**src/rtl/imm_pkg.sv**
```systemverilog
// Shared opcode encodings, immediate format codes and XLEN legality helper
// for the immediate-decode stage.
package imm_pkg;

    localparam logic [6:0] OP_LOAD     = 7'b0000011;
    localparam logic [6:0] OP_MISC_MEM = 7'b0001111;
    localparam logic [6:0] OP_IMM      = 7'b0010011;
    localparam logic [6:0] OP_AUIPC    = 7'b0010111;
    localparam logic [6:0] OP_IMM_32   = 7'b0011011;
    localparam logic [6:0] OP_STORE    = 7'b0100011;
    localparam logic [6:0] OP_OP       = 7'b0110011;
    localparam logic [6:0] OP_LUI      = 7'b0110111;
    localparam logic [6:0] OP_BRANCH   = 7'b1100011;
    localparam logic [6:0] OP_JALR     = 7'b1100111;
    localparam logic [6:0] OP_JAL      = 7'b1101111;
    localparam logic [6:0] OP_SYSTEM   = 7'b1110011;

    typedef enum logic [2:0] {
        FMT_NONE = 3'd0,
        FMT_I    = 3'd1,
        FMT_S    = 3'd2,
        FMT_B    = 3'd3,
        FMT_U    = 3'd4,
        FMT_J    = 3'd5,
        FMT_SH   = 3'd6,
        FMT_Z    = 3'd7
    } fmt_e;

    function automatic bit xlen_ok(input int xlen);
        return (xlen == 32) || (xlen == 64);
    endfunction

endpackage

```
**src/rtl/imm_gen_comb.sv**
```systemverilog
// Purpose: combinational RISC-V immediate extractor and extender, instr -> {imm, fmt, illegal}.
// Latency: 0 cycles (pure combinational).
// Backpressure: none; the enclosing stage owns all flow control.
module imm_gen_comb
    import imm_pkg::*;
#(
    parameter int XLEN   = 32,
    parameter bit EN_CSR = 1'b1
) (
    input  logic [31:0]     instr,
    output logic [XLEN-1:0] imm,
    output fmt_e            fmt,
    output logic            illegal
);

    logic [6:0]  opcode;
    logic [2:0]  f3;
    logic        is_shift;
    logic [31:0] imm_i, imm_s, imm_b, imm_j, imm_u;
    logic [31:0] raw;
    logic        sx;

    assign opcode   = instr[6:0];
    assign f3       = instr[14:12];
    assign is_shift = (f3 == 3'b001) || (f3 == 3'b101);

    assign imm_i = {{20{instr[31]}}, instr[31:20]};
    assign imm_s = {{20{instr[31]}}, instr[31:25], instr[11:7]};
    assign imm_b = {{19{instr[31]}}, instr[31], instr[7], instr[30:25], instr[11:8], 1'b0};
    assign imm_j = {{11{instr[31]}}, instr[31], instr[19:12], instr[20], instr[30:21], 1'b0};
    assign imm_u = {instr[31:12], 12'b0};

    // raw holds the low 32 bits; sx says whether bits above 31 replicate raw[31]
    always_comb begin
        raw     = '0;
        sx      = 1'b0;
        fmt     = FMT_NONE;
        illegal = 1'b0;
        case (opcode)
            OP_LOAD, OP_JALR: begin
                fmt = FMT_I; raw = imm_i; sx = 1'b1;
            end
            OP_IMM: begin
                if (!is_shift) begin
                    fmt = FMT_I; raw = imm_i; sx = 1'b1;
                end else if (XLEN == 64) begin
                    fmt = FMT_SH; raw = {26'b0, instr[25:20]};
                end else if (instr[25]) begin
                    illegal = 1'b1;
                end else begin
                    fmt = FMT_SH; raw = {27'b0, instr[24:20]};
                end
            end
            OP_IMM_32: begin
                if (XLEN == 32) begin
                    illegal = 1'b1;
                end else if (is_shift) begin
                    fmt = FMT_SH; raw = {27'b0, instr[24:20]};
                end else begin
                    fmt = FMT_I; raw = imm_i; sx = 1'b1;
                end
            end
            OP_STORE:  begin fmt = FMT_S; raw = imm_s; sx = 1'b1; end
            OP_BRANCH: begin fmt = FMT_B; raw = imm_b; sx = 1'b1; end
            OP_JAL:    begin fmt = FMT_J; raw = imm_j; sx = 1'b1; end
            OP_LUI, OP_AUIPC: begin
                fmt = FMT_U; raw = imm_u; sx = 1'b1;
            end
            OP_SYSTEM: begin
                if (!EN_CSR) begin
                    illegal = 1'b1;
                end else if (f3[2]) begin
                    fmt = FMT_Z; raw = {27'b0, instr[19:15]};
                end
            end
            OP_OP, OP_MISC_MEM: ;
            default: illegal = 1'b1;
        endcase
        if (illegal) begin
            raw = '0;
            sx  = 1'b0;
            fmt = FMT_NONE;
        end
    end

    always_comb begin
        imm       = {XLEN{sx & raw[31]}};
        imm[31:0] = raw;
    end

endmodule

```
**src/rtl/imm_decode_stage.sv**
```systemverilog
// Purpose: registered immediate-decode stage between fetch and issue, with a 2-entry skid buffer.
// Latency: 1 cycle from input transfer to out_valid; 1 instruction/cycle while out_ready=1.
// Backpressure: in_ready is registered and drops only while the skid entry is occupied.
module imm_decode_stage
    import imm_pkg::*;
#(
    parameter int XLEN   = 32,
    parameter int TAG_W  = 5,
    parameter bit EN_CSR = 1'b1
) (
    input  logic             clk,
    input  logic             rst,
    input  logic             flush,
    input  logic             in_valid,
    output logic             in_ready,
    input  logic [31:0]      in_instr,
    input  logic [TAG_W-1:0] in_tag,
    output logic             out_valid,
    input  logic             out_ready,
    output logic [31:0]      out_instr,
    output logic [XLEN-1:0]  out_imm,
    output logic [2:0]       out_fmt,
    output logic             out_illegal,
    output logic [TAG_W-1:0] out_tag
);

    if (!xlen_ok(XLEN)) begin : g_bad_xlen
        $error("imm_decode_stage: XLEN must be 32 or 64");
    end

    typedef struct packed {
        logic [31:0]      instr;
        logic [XLEN-1:0]  imm;
        fmt_e             fmt;
        logic             illegal;
        logic [TAG_W-1:0] tag;
    } ent_t;

    logic [XLEN-1:0] dec_imm;
    fmt_e            dec_fmt;
    logic            dec_illegal;
    ent_t            dec_ent, main_q, skid_q;
    logic            skid_vld;
    logic            in_xfer, out_xfer;

    imm_gen_comb #(.XLEN(XLEN), .EN_CSR(EN_CSR)) u_gen (
        .instr   (in_instr),
        .imm     (dec_imm),
        .fmt     (dec_fmt),
        .illegal (dec_illegal)
    );

    assign dec_ent  = '{instr: in_instr, imm: dec_imm, fmt: dec_fmt, illegal: dec_illegal, tag: in_tag};
    assign in_xfer  = in_valid & in_ready;
    assign out_xfer = out_valid & out_ready;

    // in_ready is low whenever skid is full, so in_xfer never coincides with a skid drain
    always_ff @(posedge clk) begin
        if (rst) begin
            out_valid <= 1'b0;
            skid_vld  <= 1'b0;
            in_ready  <= 1'b1;
            main_q    <= '0;
            skid_q    <= '0;
        end else if (flush) begin
            out_valid <= 1'b0;
            skid_vld  <= 1'b0;
            in_ready  <= 1'b1;
        end else if (out_xfer) begin
            if (skid_vld) begin
                main_q   <= skid_q;
                skid_vld <= 1'b0;
                in_ready <= 1'b1;
            end else if (in_xfer) begin
                main_q <= dec_ent;
            end else begin
                out_valid <= 1'b0;
            end
        end else if (in_xfer) begin
            if (out_valid) begin
                skid_q   <= dec_ent;
                skid_vld <= 1'b1;
                in_ready <= 1'b0;
            end else begin
                main_q    <= dec_ent;
                out_valid <= 1'b1;
            end
        end
    end

    assign out_instr   = main_q.instr;
    assign out_imm     = main_q.imm;
    assign out_fmt     = main_q.fmt;
    assign out_illegal = main_q.illegal;
    assign out_tag     = main_q.tag;

endmodule

```
**config.mk**
```make
export PLATFORM = sky130hd
export DESIGN_NAME = imm_decode_stage
export DESIGN_NICKNAME = d
export VERILOG_FILES = /design/src/rtl/imm_pkg.sv /design/src/rtl/imm_gen_comb.sv /design/src/rtl/imm_decode_stage.sv
export SDC_FILE = /design/constraint.sdc
export NUM_CORES = 1
export LEC_CHECK = 0
export BUFFER_PORTS_ARGS = -buffer_cell sky130_fd_sc_hd__buf_2
export CELL_PAD_IN_SITES_DETAIL_PLACEMENT = 0
export CELL_PAD_IN_SITES_GLOBAL_PLACEMENT = 1
export CORE_UTILIZATION = 39
export CTS_CLUSTER_DIAMETER = 30
export CTS_CLUSTER_SIZE = 25
export DETAILED_ROUTE_END_ITERATION = 8
export PLACE_DENSITY = 0.88
export SLEW_MARGIN = 20
export SYNTH_ARGS = -nofsm -noshare
export SYNTH_HDL_FRONTEND = slang
export SYNTH_HIERARCHICAL = 1
export SYNTH_SLANG_ARGS = --single-unit
```
**constraint.sdc**
```tcl
create_clock -name clk -period 2.2 [get_ports clk]
set_clock_uncertainty 0.2 [all_clocks]
set_input_delay 0.55 -clock clk [delete_from_list [all_inputs] [get_ports clk]]
set_output_delay 0.55 -clock clk [all_outputs]
set_load 0.02 [all_outputs]
```
==> metrics.md <==
| Metric | Value |
|---|---|
| Commonest cells in the netlist | `dfxtp_1 (149), a21oi_1 (79), a31oi_1 (76), nand3_1 (76), o21ai_0 (76)` |
| Fin crit share | `94.6%` |
| Compound-Gate Fraction of Synth Area | `33.2%` |
| Worst skew pair latency | `0.43 ns` |
| First-pass GRT wire length | `36.5 mm` |
| Maximum clock rate | `480 MHz` |
| WL final | `23.1 mm` |
| RSZ-0062 raised after global routing | `false` |
| Routed len/inst | `20.1 um` |
| Post-CTS Setup Inserts | `0` |
| Mapped Cells | `794` |
| Crit path DAT | `2.18 ns` |
| Crit. End Element | `register` |
| Core Footprint | `0.0187 mm^2` |
| # diodes | `0` |
| Layout area overhead | `22.3%` |
| Syn avg cell area | `9.39 um^2` |
| Largest family of logic cells by synthesized area | `compound AO/OA/AOI/OAI gates` |
| Crit path required time | `2.29 ns` |
| Slew @ Worst Pin | `0.527 ns` |
| Total gr overflow | `0` |
| FP Rows | `50` |
| Distinct cells, synth | `49` |
| Max rail drop VDD | `0.399 mV` |
| Flop pwr share | `43.1%` |
| Critical path startpoint category | `primary input` |
| Final Power | `6.65 mW` |
| Pre-CTS setup slack | `-0.236 ns` |
| Post_cts resized | `0` |
| Sw Ratio | `27.0%` |
| Primary FF master, synth | `dfxtp_1` |
| Hold buffer count at CTS | `0` |
| GR Util All Layers | `23.8%` |
| Area leader, netlist | `dfxtp_1` |
| CP Class | `in -> reg` |
| Layout cells sized above 1 | `32.6%` |
| Full die area | `0.0197 mm^2` |
| Detail Route Antenna Nets | `0` |
| Clock share of power | `42.6%` |
| Drt pass-1 iters | `5` |
| Post-layout min period | `2.08 ns` |
| DR vias/cell | `5.97` |
| Mapped Nets | `836` |
| #FFs+latches synth | `149` |
| PortBufs | `116` |
| Xor/xnor share of the synthesized area | `0%` |
| Worst slew margin | `64.8%` |
| Adder-cell area share of the yosys netlist | `0%` |
| Vias | `6,836` |
| Synth top area cells | `dfxtp_1 (40%), a211oi_2 (12%), mux2i_1 (9.8%)` |
| EDFF count, synth | `0` |
| GPL Wtd Cong | `0.905` |
| Pleak | `3.99 nW` |
| WL met2 | `10.5 mm` |
| Seq/Total Area, Yosys | `40.0%` |
| Cell area after synthesis | `0.00746 mm^2` |
| Endpoints failing hold | `0` |
| Max-Cap Viols | `0` |
| Metal-1 WL | `10.5 mm` |
| Clk sink count | `149` |
| Final setup vio count | `0` |
| Starting Density | `39.9%` |
| Highest Signal Layer | `met4` |
| Status | `finished clean` |
| Pwr Density | `729 mW/mm^2` |
| CTS tree | `done` |
| DIE HEIGHT | `140 um` |
| Synth Area in Simple Gates | `9.68%` |
| Synth warn | `6` |
| Initial antenna violation count | `0` |
| Number of fillers in the final layout | `1,742` |
| Clock slew at reported path FFs | `0.06 ns` |
| Nets | `944` |
| Met3 WL | `1.48 mm` |
| Max Slew Vio Count | `0` |
| Synth top area share | `40.0%` |
| Clk Tree Root Cell | `clkbuf_16` |
| Hold WC Path Type | `in -> reg` |
| Hpwl dp | `15.0 mm` |
| Final worst slack | `0.118 ns` |
| Max FO, Critical Path | `11` |
| I/O pins | `117` |
| Top-count cell post-synth | `dfxtp_1` |
| Drt initial violations | `696` |
| Mux share of post-synthesis cell area | `9.80%` |
| TritonCTS buffer count | `17` |
| # DRC | `0` |
| Largest net degree at the start of global routing | `77` |
| Share of flip-flops with an asynchronous set or reset | `0%` |
| H-tree levels | `4` |
| Vias in the first global route | `6,444` |
| Clk buf depth | `2` |
| Die width | `140 um` |
| Combinational power share | `14.4%` |
| NetSw | `1.80 mW` |
| Int Pwr | `4.85 mW` |
-- metrics by stage --
| step | hold slack [ns] | TNS [ns] | instance area, um^2 | instances | utilization (%) |
|---|---|---|---|---|---|
| 2_1_floorplan | 0.253 | 0 | 7460 | 794 | - |
| 3_3_place_gp | 0.259 | -5.94 | 8560 | 1117 | 45.8 |
| 3_5_place_dp | 0.265 | -7.66 | 8560 | 1117 | 45.8 |
| 4_1_cts | 0.165 | 0 | 9120 | 1146 | 48.8 |
| 5_1_grt | 0.173 | 0 | 9120 | 1146 | 48.8 |
| 6_report | 0.178 | 0 | 9120 | 1146 | 48.8 |
-- cells in the final DEF, fill, tap and decap left out, drive strengths merged, types with 2 or more instances in the layout --
cell,count
buf,187
dfxtp,149
a21oi,79
a31oi,76
o21ai,76
nand3,76
a211oi,74
mux2i,73
a21o,24
clkbuf,21
nor2b,9
nor2,9
nand2,7
nor3,5
a22o,5
clkinvlp,4
or3,3
nor4,3
bufinv,2
nor3b,2
inv,2
nand2b,2
and3,2
clkinv,2
nand3b,2
o32ai,2
-- critical path, stage by stage --
cell and delay, ns:
buf_2 0.11, nor2b_1 0.41, buf_4 0.21, nor3_2 0.04, o2111a_2 0.36, a21o_1 0.21, mux2i_1 0.19, a211oi_2 0.09
-- cell type report --
type | instances | area, um^2 | area share (%)
multi-input cells | 545 | 3950 | 43.3
flip-flops and latches | 149 | 2980 | 32.7
repair buffers | 187 | 1320 | 14.5
clock buffers | 21 | 460 | 5.05
well taps | 234 | 293 | 3.21
clock inverters | 8 | 104 | 1.14
inverters | 2 | 10.0 | 0.110
-- cell families (layout without fill, tap and decap cells) --
logic type	count (synthesis)	after routing
flip-flops	149	149
AO/OA/AOI/OAI	344	344
AND/OR/NAND/NOR	128	128
buffers and inverters	100	218
multiplexers	73	73
-- sequential cells by signal, indices dropped and copies added (netlist names) --
register / count
out_illegal: 1
out_imm: 32
out_instr: 32
skid_vld: 1
out_tag: 5
skid_q: 73
out_valid: 1
in_ready: 1
out_fmt: 3
-- layer usage --
metal / up-vias / track usage (%)
li1: 3224 / -
met1: 3331 / 32.5
met2: 246 / 36.3
met3: 35 / 5.23
met4: 0 / 9.72
met5: - / 0
-- power groups by stage --
stage               combinational (mW)  clock, mW  sequential (mW)
global route                      1.02       2.99             2.87
detailed placement               0.952          0             2.92
CTS                              0.955       2.88             2.86
finish                           0.957       2.83             2.86
global placement                 0.944          0             2.92
floorplan                        0.480          0             3.01
-- final timing paths --
| check | from | end | slack [ns] | depth (start not counted) |
|---|---|---|---|---|
| worst min register to register | skid_q[5] | skid_q[5] | 0.27 | 2 |
| worst max register to register | out_valid | out_instr[25] | 0.26 | 4 |
| worst min-delay path | in_tag[3] | skid_q[3] | 0.18 | 3 |
| worst max-delay path | in_instr[13] | out_imm[25] | 0.12 | 8 |
No activity file was read; power rests on OpenSTA's default activity.
